===== config.mk =====
export PLATFORM = sky130hd
export DESIGN_NAME = pito_irq_evt_queue
export DESIGN_NICKNAME = d
export VERILOG_FILES = /design/src/rtl/pito_pkg.sv /design/src/rtl/pito_irq_fifo.sv /design/src/rtl/pito_irq_evt_queue.sv
export SDC_FILE = /design/constraint.sdc
export NUM_CORES = 1
export LEC_CHECK = 0
export ABC_CLOCK_PERIOD_IN_PS = 2200
export CAP_MARGIN = 5
export CORE_MARGIN = 1.5
export CORE_UTILIZATION = 53
export DETAILED_ROUTE_END_ITERATION = 8
export MAX_ROUTING_LAYER = met4
export PLACE_DENSITY = 0.76
export SLEW_MARGIN = 20
export SYNTH_ARGS = -nofsm -noshare
export SYNTH_HDL_FRONTEND = slang
export SYNTH_SLANG_ARGS = --single-unit
export TNS_END_PERCENT = 100

===== constraint.sdc =====
create_clock -name clk -period 2.2 [get_ports clk]
set_input_delay 0.66 -clock clk [delete_from_list [all_inputs] [get_ports clk]]
set_output_delay 0.66 -clock clk [all_outputs]
set_load 0.02 [all_outputs]

===== src/rtl/pito_pkg.sv =====
// ==========================================================================
// pito_pkg : shared core types/constants, incl. IRQ event queue sizing
// Rev 1.0
// ==========================================================================
`default_nettype none

package pito_pkg;

  localparam int unsigned NUM_HARTS      = 8;
  localparam int unsigned HART_CNT_WIDTH = $clog2(NUM_HARTS);
  localparam int unsigned IRQ_Q_DEPTH    = 4;
  localparam int unsigned IRQ_MVU_INTR   = 16;
  localparam int unsigned IRQ_DROP_CNT_W = 8;

  // hart_id carries one extra bit so out-of-range targets are representable
  typedef struct packed {
    logic [HART_CNT_WIDTH:0] hart_id;
    logic [31:0]             data;
    logic                    valid;
  } irq_evt_t;

  typedef logic [$clog2(IRQ_Q_DEPTH):0] irq_q_cnt_t;

  function automatic logic [IRQ_DROP_CNT_W-1:0] sat_inc(input logic [IRQ_DROP_CNT_W-1:0] v);
    return (v == '1) ? v : v + IRQ_DROP_CNT_W'(1);
  endfunction

endpackage

`default_nettype wire


===== src/rtl/pito_irq_fifo.sv =====
// ==========================================================================
// pito_irq_fifo : single-hart synchronous FIFO; push on full is accepted
//                 only together with a pop. Rev 1.0
// ==========================================================================
`default_nettype none

module pito_irq_fifo #(
  parameter int unsigned DEPTH  = 4,
  parameter int unsigned DATA_W = 32
) (
  input  logic                       clk,
  input  logic                       rst_n,
  input  logic                       push,
  input  logic                       pop,
  input  logic [DATA_W-1:0]          din,
  output logic [DATA_W-1:0]          head,
  output logic [$clog2(DEPTH):0]     count,
  output logic                       full,
  output logic                       empty
);

  localparam int unsigned PTR_W = $clog2(DEPTH);
  localparam int unsigned CNT_W = PTR_W + 1;

  logic [DATA_W-1:0] mem [DEPTH];
  logic [PTR_W-1:0]  wr_ptr;
  logic [PTR_W-1:0]  rd_ptr;
  logic [CNT_W-1:0]  cnt;
  logic              do_push;
  logic              do_pop;

  assign full    = (cnt == CNT_W'(DEPTH));
  assign empty   = (cnt == '0);
  assign do_pop  = pop && !empty;
  assign do_push = push && (!full || pop);

  always_ff @(posedge clk or negedge rst_n) begin
    if (!rst_n) begin
      wr_ptr <= '0;
      rd_ptr <= '0;
      cnt    <= '0;
    end else begin
      if (do_push) wr_ptr <= wr_ptr + PTR_W'(1);
      if (do_pop)  rd_ptr <= rd_ptr + PTR_W'(1);
      if (do_push && !do_pop)      cnt <= cnt + CNT_W'(1);
      else if (!do_push && do_pop) cnt <= cnt - CNT_W'(1);
    end
  end

  // Storage needs no reset; occupancy alone defines validity
  always_ff @(posedge clk) begin
    if (do_push) mem[wr_ptr] <= din;
  end

  assign head  = mem[rd_ptr];
  assign count = cnt;

endmodule

`default_nettype wire


===== src/rtl/pito_irq_evt_queue.sv =====
// ==========================================================================
// pito_irq_evt_queue : per-hart MVU interrupt event buffer feeding the CSRs.
// Optional drop counters under PITO_IRQ_DROP_CNT_EN. Rev 1.0
// ==========================================================================
`default_nettype none

module pito_irq_evt_queue #(
  parameter int unsigned NUM_HARTS = pito_pkg::NUM_HARTS,
  parameter int unsigned Q_DEPTH   = pito_pkg::IRQ_Q_DEPTH,
  parameter int unsigned DATA_W    = 32
) (
  input  logic                              clk,
  input  logic                              rst_n,
  input  pito_pkg::irq_evt_t                irq_evt_i,
  input  logic [NUM_HARTS-1:0]              irq_ack_i,
  output logic [NUM_HARTS-1:0]              mvu_irq_o,
  output logic [NUM_HARTS-1:0][DATA_W-1:0]  irq_data_o,
  output logic [NUM_HARTS-1:0]              irq_ovf_o,
  output logic                              irq_bad_hart_o
`ifdef PITO_IRQ_DROP_CNT_EN
  ,
  output logic [NUM_HARTS-1:0][pito_pkg::IRQ_DROP_CNT_W-1:0] irq_drop_cnt_o
`endif
);

  import pito_pkg::*;

  localparam int unsigned CNT_W = $clog2(Q_DEPTH) + 1;
  localparam int unsigned HID_W = HART_CNT_WIDTH + 1;

  logic              hart_ok;
  logic [DATA_W-1:0] din;
  logic              bad_hart;

  assign hart_ok = 32'(irq_evt_i.hart_id) < NUM_HARTS;
  assign din     = DATA_W'(irq_evt_i.data);

  always_ff @(posedge clk or negedge rst_n) begin
    if (!rst_n) bad_hart <= 1'b0;
    else        bad_hart <= irq_evt_i.valid && !hart_ok;
  end
  assign irq_bad_hart_o = bad_hart;

  for (genvar h = 0; h < NUM_HARTS; h++) begin : g_hart
    logic              push;
    logic              full;
    logic              empty;
    logic [CNT_W-1:0]  cnt;
    logic [DATA_W-1:0] head;
    logic              drop;
    logic              drain;
    logic              ovf;

    assign push = irq_evt_i.valid && hart_ok && (irq_evt_i.hart_id == HID_W'(h));

    pito_irq_fifo #(
      .DEPTH  (Q_DEPTH),
      .DATA_W (DATA_W)
    ) u_fifo (
      .clk   (clk),
      .rst_n (rst_n),
      .push  (push),
      .pop   (irq_ack_i[h]),
      .din   (din),
      .head  (head),
      .count (cnt),
      .full  (full),
      .empty (empty)
    );

    // Drain means this ack removes the final entry with nothing refilling it
    assign drop  = push && full && !irq_ack_i[h];
    assign drain = irq_ack_i[h] && (cnt == CNT_W'(1)) && !push;

    always_ff @(posedge clk or negedge rst_n) begin
      if (!rst_n)     ovf <= 1'b0;
      else if (drop)  ovf <= 1'b1;
      else if (drain) ovf <= 1'b0;
    end

`ifdef PITO_IRQ_DROP_CNT_EN
    logic [IRQ_DROP_CNT_W-1:0] drop_cnt;

    always_ff @(posedge clk or negedge rst_n) begin
      if (!rst_n)     drop_cnt <= '0;
      else if (drop)  drop_cnt <= sat_inc(drop_cnt);
      else if (drain) drop_cnt <= '0;
    end
    assign irq_drop_cnt_o[h] = drop_cnt;
`endif

    assign mvu_irq_o[h]  = !empty;
    assign irq_data_o[h] = empty ? '0 : head;
    assign irq_ovf_o[h]  = ovf;
  end

endmodule

`default_nettype wire


# ---- Word-level counts from Yosys, hierarchy flattened
# Memory sizes are Yosys's and may differ from the RTL's.
# Cells that the tools add are included.
dict set report totals {
  register_bits 65
  ram_bits 1024
  inputBits 47
  output_inout_bits 273
  wordCells 309
  mem_count 8
}
dict set report op_classes {
  n_addsub 32
  n_lt_le_gt_ge 1
  n_eq_ne 23
  muxes 56
  n_reduce_logical 156
}
# name depth width read_ports rd_ports_with_merged_regs write_ports line
set mem_list {}
lappend mem_list {{g_hart[0].u_fifo.mem} 4 32 1 0 1 pito_irq_fifo.sv:25} ;# logic [DATA_W-1:0] mem [DEPTH];
lappend mem_list {{g_hart[1].u_fifo.mem} 4 32 1 0 1 pito_irq_fifo.sv:25}
lappend mem_list {{g_hart[2].u_fifo.mem} 4 32 1 0 1 pito_irq_fifo.sv:25}
lappend mem_list {{g_hart[3].u_fifo.mem} 4 32 1 0 1 pito_irq_fifo.sv:25}
lappend mem_list {{g_hart[4].u_fifo.mem} 4 32 1 0 1 pito_irq_fifo.sv:25}
lappend mem_list {{g_hart[5].u_fifo.mem} 4 32 1 0 1 pito_irq_fifo.sv:25}
lappend mem_list {{+2 memories} -- -- -- -- -- --}
# op count
set ops {}
lappend ops {{$mux W32} 8}
lappend ops {{$logic_and A1 B1 Y1} 74}
lappend ops {{$logic_not A1 Y1} 49}
lappend ops {{$mux W3} 16}
lappend ops {{$add A2 B1 Y2 const B} 16}
lappend ops {{$mux W1} 32}
lappend ops {{$reduce_bool A2 Y1} 16}
lappend ops {{$add A3 B1 Y3 const B} 8}
lappend ops {{$eq A3 B1 Y1 const B} 8}
lappend ops {{$eq A3 B3 Y1 const B} 8}
lappend ops {{$logic_not A3 Y1} 8}
lappend ops {{$sub A3 B1 Y3 const B} 8}
lappend ops {{$eq A4 B3 Y1 const B} 4}
lappend ops {{$eq A4 B2 Y1 const B} 2}
lappend ops {{$logic_or A1 B1 Y1} 8}
lappend ops {{$eq A4 B1 Y1 const B} 1}
lappend ops {{$logic_not A4 Y1} 1}
lappend ops {{$lt A4 B4 Y1 const B} 1}

# ---- Logic depth before layout (Yosys ltp)
# Gate-level depths: netlist (run 1).
dict set report depth {
  depth_word 8
  ltp_mapped 8
}

# ---- By module
# Synthesis (run 1) repeated with hierarchy kept, for this count alone.
dict set report hier_totals {
  cells_unflattened 1997
  hier_area_um2 43160.1
}
# mod instances cells_each area_each_um2 seq_area_each_um2
set modules_own_cells {}
lappend modules_own_cells {pito_irq_fifo 8 203 5094.9 4018.9}
lappend modules_own_cells {pito_irq_evt_queue 1 373 2401.1 225.2}

# ---- Worst setup path after synthesis (run 1)
# Ideal clock, no wire load.
dict set report synth_timing {
  path_type {input port to flip-flop}
  from {input port irq_evt_i[33] (netlist bit)}
  to {memory g_hart[0].u_fifo.mem[0][0], enable pin}
  arrival_time_ps 2354
  t_required_ps 1808
  slack_ps -546
  path_stages 3
  n_path_buf 0
  path_cell_list {or4b_4 -> nor3_4 -> and2_1}
}
dict set report synth_via {
  elab_chain_len 6
  elab_cells_between_ends 7
}
# element line
set synth_rtl {}
lappend synth_rtl {{start: declaration} pito_irq_evt_queue.sv:14} ;# input pito_pkg::irq_evt_t irq_evt_i,
lappend synth_rtl {{$lt A4 B4 Y1} pito_irq_evt_queue.sv:35} ;# assign hart_ok = 32'(irq_evt_i.hart_id) < NUM_HARTS;
lappend synth_rtl {{$logic_and A1 B1 Y1} pito_irq_evt_queue.sv:54} ;# assign push = irq_evt_i.valid && hart_ok && (irq_evt_i.hart_id == HID_W'(h));
lappend synth_rtl {{$logic_and A1 B1 Y1 *} pito_irq_evt_queue.sv:54}
lappend synth_rtl {{$logic_and A1 B1 Y1 *} pito_irq_fifo.sv:35} ;# assign do_push = push && (!full || pop);
lappend synth_rtl {{via g_hart[0].u_fifo.do_push} pito_irq_fifo.sv:29} ;# logic do_push;
lappend synth_rtl {{$mux W1 *} pito_irq_fifo.sv:52} ;# if (do_push) mem[wr_ptr] <= din;
lappend synth_rtl {{$mux W1 (not written as such) *} pito_irq_fifo.sv:52}
lappend synth_rtl {{end: declaration} pito_irq_fifo.sv:25}
# Mark *: on every way through the listed nets, which the timed path passes. The rest lies on a longest branch.

==> flow_summary.toml, run 1 <==
[clock_tree]
path_clk_slew_ns = 0.06
cts_root_buffer = "clkbuf_16"
h-tree-depth = 3
cts_sinks = 1089
cts_buffers = 99
cts_hold_buf = 0
clk_path_buf_depth = 3
tritoncts = "built"
clock_latency_ns = 0.66

[logic_synthesis]
synth_cells = 2003
synth.net_count = 2122
ys_types = 31
dominantRegCellSynth = "edfxtp_1"
ys_warn_count = 0
syn_avg_cell_area_sq_um = 21.28
synth_seq_cells = 1089
synth_edf_count = 1024
yosysSeqAreaShare_pct = 75.95
async_flop_share_pct = 5.969
netlist_area_sq_um = 42630

[place]
gp_congestion = 0.8172
dp_slack_ns = -0.6796
dp.cells = 3508
port_buffers = 319
place_hpwl_mm = 62.81

[timing]
worstMarginPinSlew_ns = 1.014
finClkSkew_ns = 0.02708
hold_viol_final = 0
setup_viol = 264
rsz0062_at_grt = "true"
maxSlewHeadroom_pct = 32.40
tns_ns = -160.95
drv_slew = 0
period_needed_ns = 2.947
timing.final.crit_share_pct = 133.9
layout_setup_ws_ns = -0.7466
max_freq_mhz = 339.4

[detailed_routing]
drt-vias-per-instance = 5.880
wl_mm = 111.8
ant_nets = 0
post_drt_wl_per_cell_um = 28.72
drtIter0Drc = 2500
vias = 22900
drcViolationCount = 0
firstDrtPassIters = 5

[cells_and_area]
multiInputGateArea_sq_um = 10580
final_nets = 2880
final_common_cell = "edfxtp_1"
drive_above_1_share_pct = 51.95
area_growth_pct = 32.16
final_cell_mix = "edfxtp_1, buf_6, and2_4, mux4_2, buf_4"
regArea_sq_um = 32390
layout.cells.non_filler = 3894
final_util_pct = 71.08
fill_cells = 4473

[die]
rows = 103
core_sq_um = 79260
io_pins = 320
die-area_sq_um = 82140
start_util_pct = 53.78
die_y_um = 286.6
dieWidth_um = 286.6

[critical_path]
r2r_slack_ns = 0.08
required_ns = 1.54
cp_max_fo = 3
crit_buf_inv = 4
cp-end-kind = "primary output"
cp-start-kind = "flip-flop"
critPathMaxStageDelay_ns = 0.56
rr_startpoint = "g_hart[4].u_fifo.count[1]"
worstSetupPathType = "flip-flop to primary output"
crit-reg2reg-capture = "g_hart[4].u_fifo.mem[3][16]"
reg2reg_depth = 9
crit_slowest_cell = "mux4_2"
crit_chain = "buf_12 > buf_6 > buf_6 > mux4_2 > and2_4 > buf_6"
arrival_ns = 2.29
crit_top_cell = "buf_6"
cp_top_family = "multiplexers"

[global_route]
grt_pass1_vias = 23430
grt_usage_pct = 27.72
antenna_found_initial = 2
grt_max_degree = 66
grt_pass1_wl_mm = 158.3
grt_overflow = 0

[flow_run]
maxCapViolations = 0

[outcome]
violations = "negative setup slack"
outcome = "complete, but fails checks"

[pwr]
vdd_ir_drop_max_mv = 0.9791
powerDensity_nw_per_um2 = 1396
power_mw = 78.63
leakage_nw = 20.44

[min_path]
hold_path.class = "primary input to asynchronous set/reset pin"
cells in the mapped netlist (all sizes together), types with 8 or more instances:
master	number	area [sq um]
mux2	8	90.09
mux4	256	5766
nand2b	9	56.30
dfrtp	65	1627
nand2	25	93.84
buf	40	220.2
xnor2	32	280.3
and2	289	1808
mux2i	8	80.08
ha	72	900.9
xor2	16	140.1
o21ai	15	75.07
clkbuf	57	215.2
edfxtp	1024	30750
nor2	16	60.06
inv	34	127.6
nand3	8	40.04
area by class of cell:
type	instances	share of cell area, %
timing repair buffer	754	15.49
inverter	34	0.2265
clock inverter	51	0.9172
antenna	1	0.004442
tap	1050	2.332
clock buffer	132	4.764
sequential	1089	57.48
multi-input combinational	783	18.78
power breakdown:
group	internal [mW]	switching [mW]
combinational	21.1	16.2
clock	9.66	7.44
sequential	23.5	0.653
routing by layer:
layer | track usage, % | wire length [um] | vias to the layer above
li1 | - | - | 9457
met1 | 35.76 | 41590 | 12050
met2 | 46.14 | 58240 | 1202
met3 | 3.831 | 8463 | 190
met4 | 8.585 | 3549 | 0
met5 | - | 0 | -
worst reg2reg max path, delay by kind of cell (launching register included):
family,cells,cell delay (ns)
AND/OR/NAND/NOR,1,0.23
AO/OA/AOI/OAI,1,0.24
adder cells (fa/ha/maj),1,0.17
buffers and inverters,6,0.81
flip-flops,1,0.37
registers in the layout, summed over array words and instances (netlist names):
signal                count
g_hart.ovf                8
g_hart.u_fifo.count      24
g_hart.u_fifo.mem      1024
g_hart.u_fifo.rd_ptr     16
g_hart.u_fifo.wr_ptr     16
irq_bad_hart_o            1
cell families after synthesis:
logic type,count (synthesis),synth area share [%]
XOR/XNOR,48,0.9862
buffers and inverters,131,1.321
AO/OA/AOI/OAI,24,0.3816
flip-flops,1089,75.95
adder cells (fa/ha/maj),72,2.113
AND/OR/NAND/NOR,367,5.324
multiplexers,272,13.92
timing repair:
action | in CTS | in global routing
buffers inserted | 108 | 88
resized for setup | 1597 | 405
gates cloned | 20 | 5
pin swaps | 136 | 152
endpoints found under the setup margin | 273 | 407
through the flow:
stage	cell area, sq um	hold WS [ns]
4_1_cts	54560	0.02538
6_report	56340	0.03512
3_3_place_gp	49480	0.5231
3_5_place_dp	49480	0.5316
2_1_floorplan	42700	0.3644
5_1_grt	56340	0.04848
worst max path at each step:
stage                               startpoint                          to  depth (start not counted)
CTS                 g_hart[7].u_fifo.rd_ptr[0]             irq_data_o[240]                          6
global placement                 irq_evt_i[35]   g_hart[1].u_fifo.count[2]                          8
global route        g_hart[2].u_fifo.rd_ptr[0]              irq_data_o[91]                          6
detailed placement                irq_evt_i[0]   g_hart[1].u_fifo.count[2]                          8
finish              g_hart[4].u_fifo.rd_ptr[0]             irq_data_o[151]                          6
floorplan                        irq_evt_i[33]  g_hart[2].u_fifo.mem[0][0]                          3
Note: power is estimated with default switching activity, not from simulation.
==> inputs of run 2 (changes only) <==
- ABC_CLOCK_PERIOD_IN_PS: 2200 -> 2500
- SKIP_CTS_REPAIR_TIMING: unset -> 1
- clock period: 2.2 -> 2.5 ns (I/O delays scaled with it)
==> flow_summary.toml, run 2 (synthesis results as in run 1) <==
[place]
placed_area_sq_um = 49480
port_buffers = 319
dp_slack_ns = -0.5244
gp_congestion = 0.8453
place_hpwl_mm = 66.76

[critical_path]
cp_max_fo = 7
arrival_ns = 2.32
required_ns = 1.75
worstSetupPathType = "flip-flop to primary output"
cp-start-kind = "flip-flop"
cp-end-kind = "primary output"

[clock_tree]
cts_buffers = 101
path_clk_slew_ns = 0.07
cts_root_buffer = "clkbuf_16"
clk_path_buf_depth = 3
tritoncts = "built"
cts_sinks = 1089
h-tree-depth = 3
clock_latency_ns = 0.67

[pwr]
power.switching_mw = 20.55
power_mw = 64.44
leakage_nw = 20.02
powerDensity_nw_per_um2 = 1183
clkPwrFrac_pct = 23.3
p_seq_share_pct = 33.2
vdd_ir_drop_max_mv = 0.9319
comb_power_share_pct = 43.5
p_int_mw = 43.89
swShare_pct = 31.88

[global_route]
grt_overflow = 0
grt_pass1_vias = 22690
grt_usage_pct = 26.93
antenna_found_initial = 3
grt_max_degree = 36
grt_pass1_wl_mm = 153.7

[cells_and_area]
final_cell_mix = "edfxtp_1, mux4_2, buf_4, buf_6, and2_4"
final_util_pct = 68.75
final_common_cell = "edfxtp_1"
drive_above_1_share_pct = 42.86
final_nets = 2765
fill_cells = 4724
largest_register = "g_hart.u_fifo.mem"
finalInstanceArea_sq_um = 54490
largest_reg_flops = 1024
area_growth_pct = 27.82

[outcome]
outcome = "complete, but fails checks"
violations = "negative setup slack"

[detailed_routing]
drcViolationCount = 0
post_drt_wl_per_cell_um = 29.74
vias = 22620
ant_nets = 0
firstDrtPassIters = 5
drt-vias-per-instance = 5.980
wl_mm = 112.5
drtIter0Drc = 2881

[timing]
maxSlewHeadroom_pct = 34.63
rsz0062_at_grt = "true"
setup_viol = 257
layout_setup_ws_ns = -0.5727
timing.final.crit_share_pct = 122.9
worstMarginPinSlew_ns = 0.9806
max_freq_mhz = 325.4
period_needed_ns = 3.073
hold_viol_final = 0
finClkSkew_ns = 0.02342
drv_slew = 0
tns_ns = -114.82

[die]
die-area_sq_um = 82140
die_y_um = 286.6
core_sq_um = 79260
rows = 103
dieWidth_um = 286.6
start_util_pct = 53.78
io_pins = 320

[min_path]
hold_path.class = "primary input to asynchronous set/reset pin"

[flow_run]
maxCapViolations = 0
run 2: cell count changes in the layout (fill, tap and decap cells not counted), moves of 6 or more:
cell	change
buf_12	-17
dlymetal6s2s_1	+76
buf_2	+13
clkbuf_2	+32
clkdlybuf4s50_1	+7
and2_1	+112
and2_2	+18
buf_4	-43
dlygate4sd2_1	-9
buf_6	-174
clkbuf_16	+14
buf_16	-6
and2_4	-130
run 2: final timing paths:
kind	start	slack, ns	depth (start not counted)	to
min reg2reg	g_hart[5].u_fifo.count[2]	0.51	1	g_hart[5].u_fifo.count[2]
min	rst_n	0.06	1	g_hart[6].u_fifo.wr_ptr[1]
max in group asynchronous	rst_n	1.76	2	g_hart[2].u_fifo.rd_ptr[0]
min in group clk	g_hart[5].u_fifo.count[2]	0.51	1	g_hart[5].u_fifo.count[2]
max	g_hart[6].u_fifo.rd_ptr[0]	-0.57	6	irq_data_o[193]
max reg2reg	g_hart[5].u_fifo.count[1]	0.44	11	g_hart[5].u_fifo.count[1]
run 2: metrics by stage:
step | cells | hold WS (ns)
after floorplan | 2003 | 0.4544
after global placement | 3508 | 0.4876
after detailed placement | 3508 | 0.4906
after CTS | 3695 | 0.09380
after global routing | 3781 | 0.1054
final | 3782 | 0.06312
run 2: critical path, stage by stage (launching register included):
cell and delay, ns:
dfrtp_2 0.42, buf_6 0.15, buf_12 0.14, buf_4 0.12
mux4_2 0.50, and2_1 0.19, buf_2 0.16
run 2: cell type report:
class / instances / area, sq um / share of cell area, %
multi-input combinational: 783 / 10250 / 18.81
clock inverter: 57 / 500.5 / 0.9185
inverter: 34 / 127.6 / 0.2342
antenna: 2 / 5.005 / 0.009185
tap: 1050 / 1314 / 2.411
clock buffer: 130 / 2698 / 4.951
timing repair buffer: 637 / 7209 / 13.23
sequential: 1089 / 32390 / 59.44
run 2: power groups by stage:
stage / registers, mW / logic [mW] / clock network, mW
2_1_floorplan: 21.4 / 13.2 / 0
3_3_place_gp: 21.7 / 23.7 / 0
3_5_place_dp: 21.7 / 24.1 / 0
4_1_cts: 21.4 / 24.4 / 15.1
5_1_grt: 21.4 / 29.4 / 15.8
6_report: 21.4 / 28.0 / 15.0
run 2: metal layers:
metal  up-vias  GRT usage, %  routed length (um)
met1     11890         37.33               43220
met2      1327         42.49               55880
met3       162         3.824               10370
li1       9233             -                   -
met4         0         7.262                3017
met5         -             -                   0
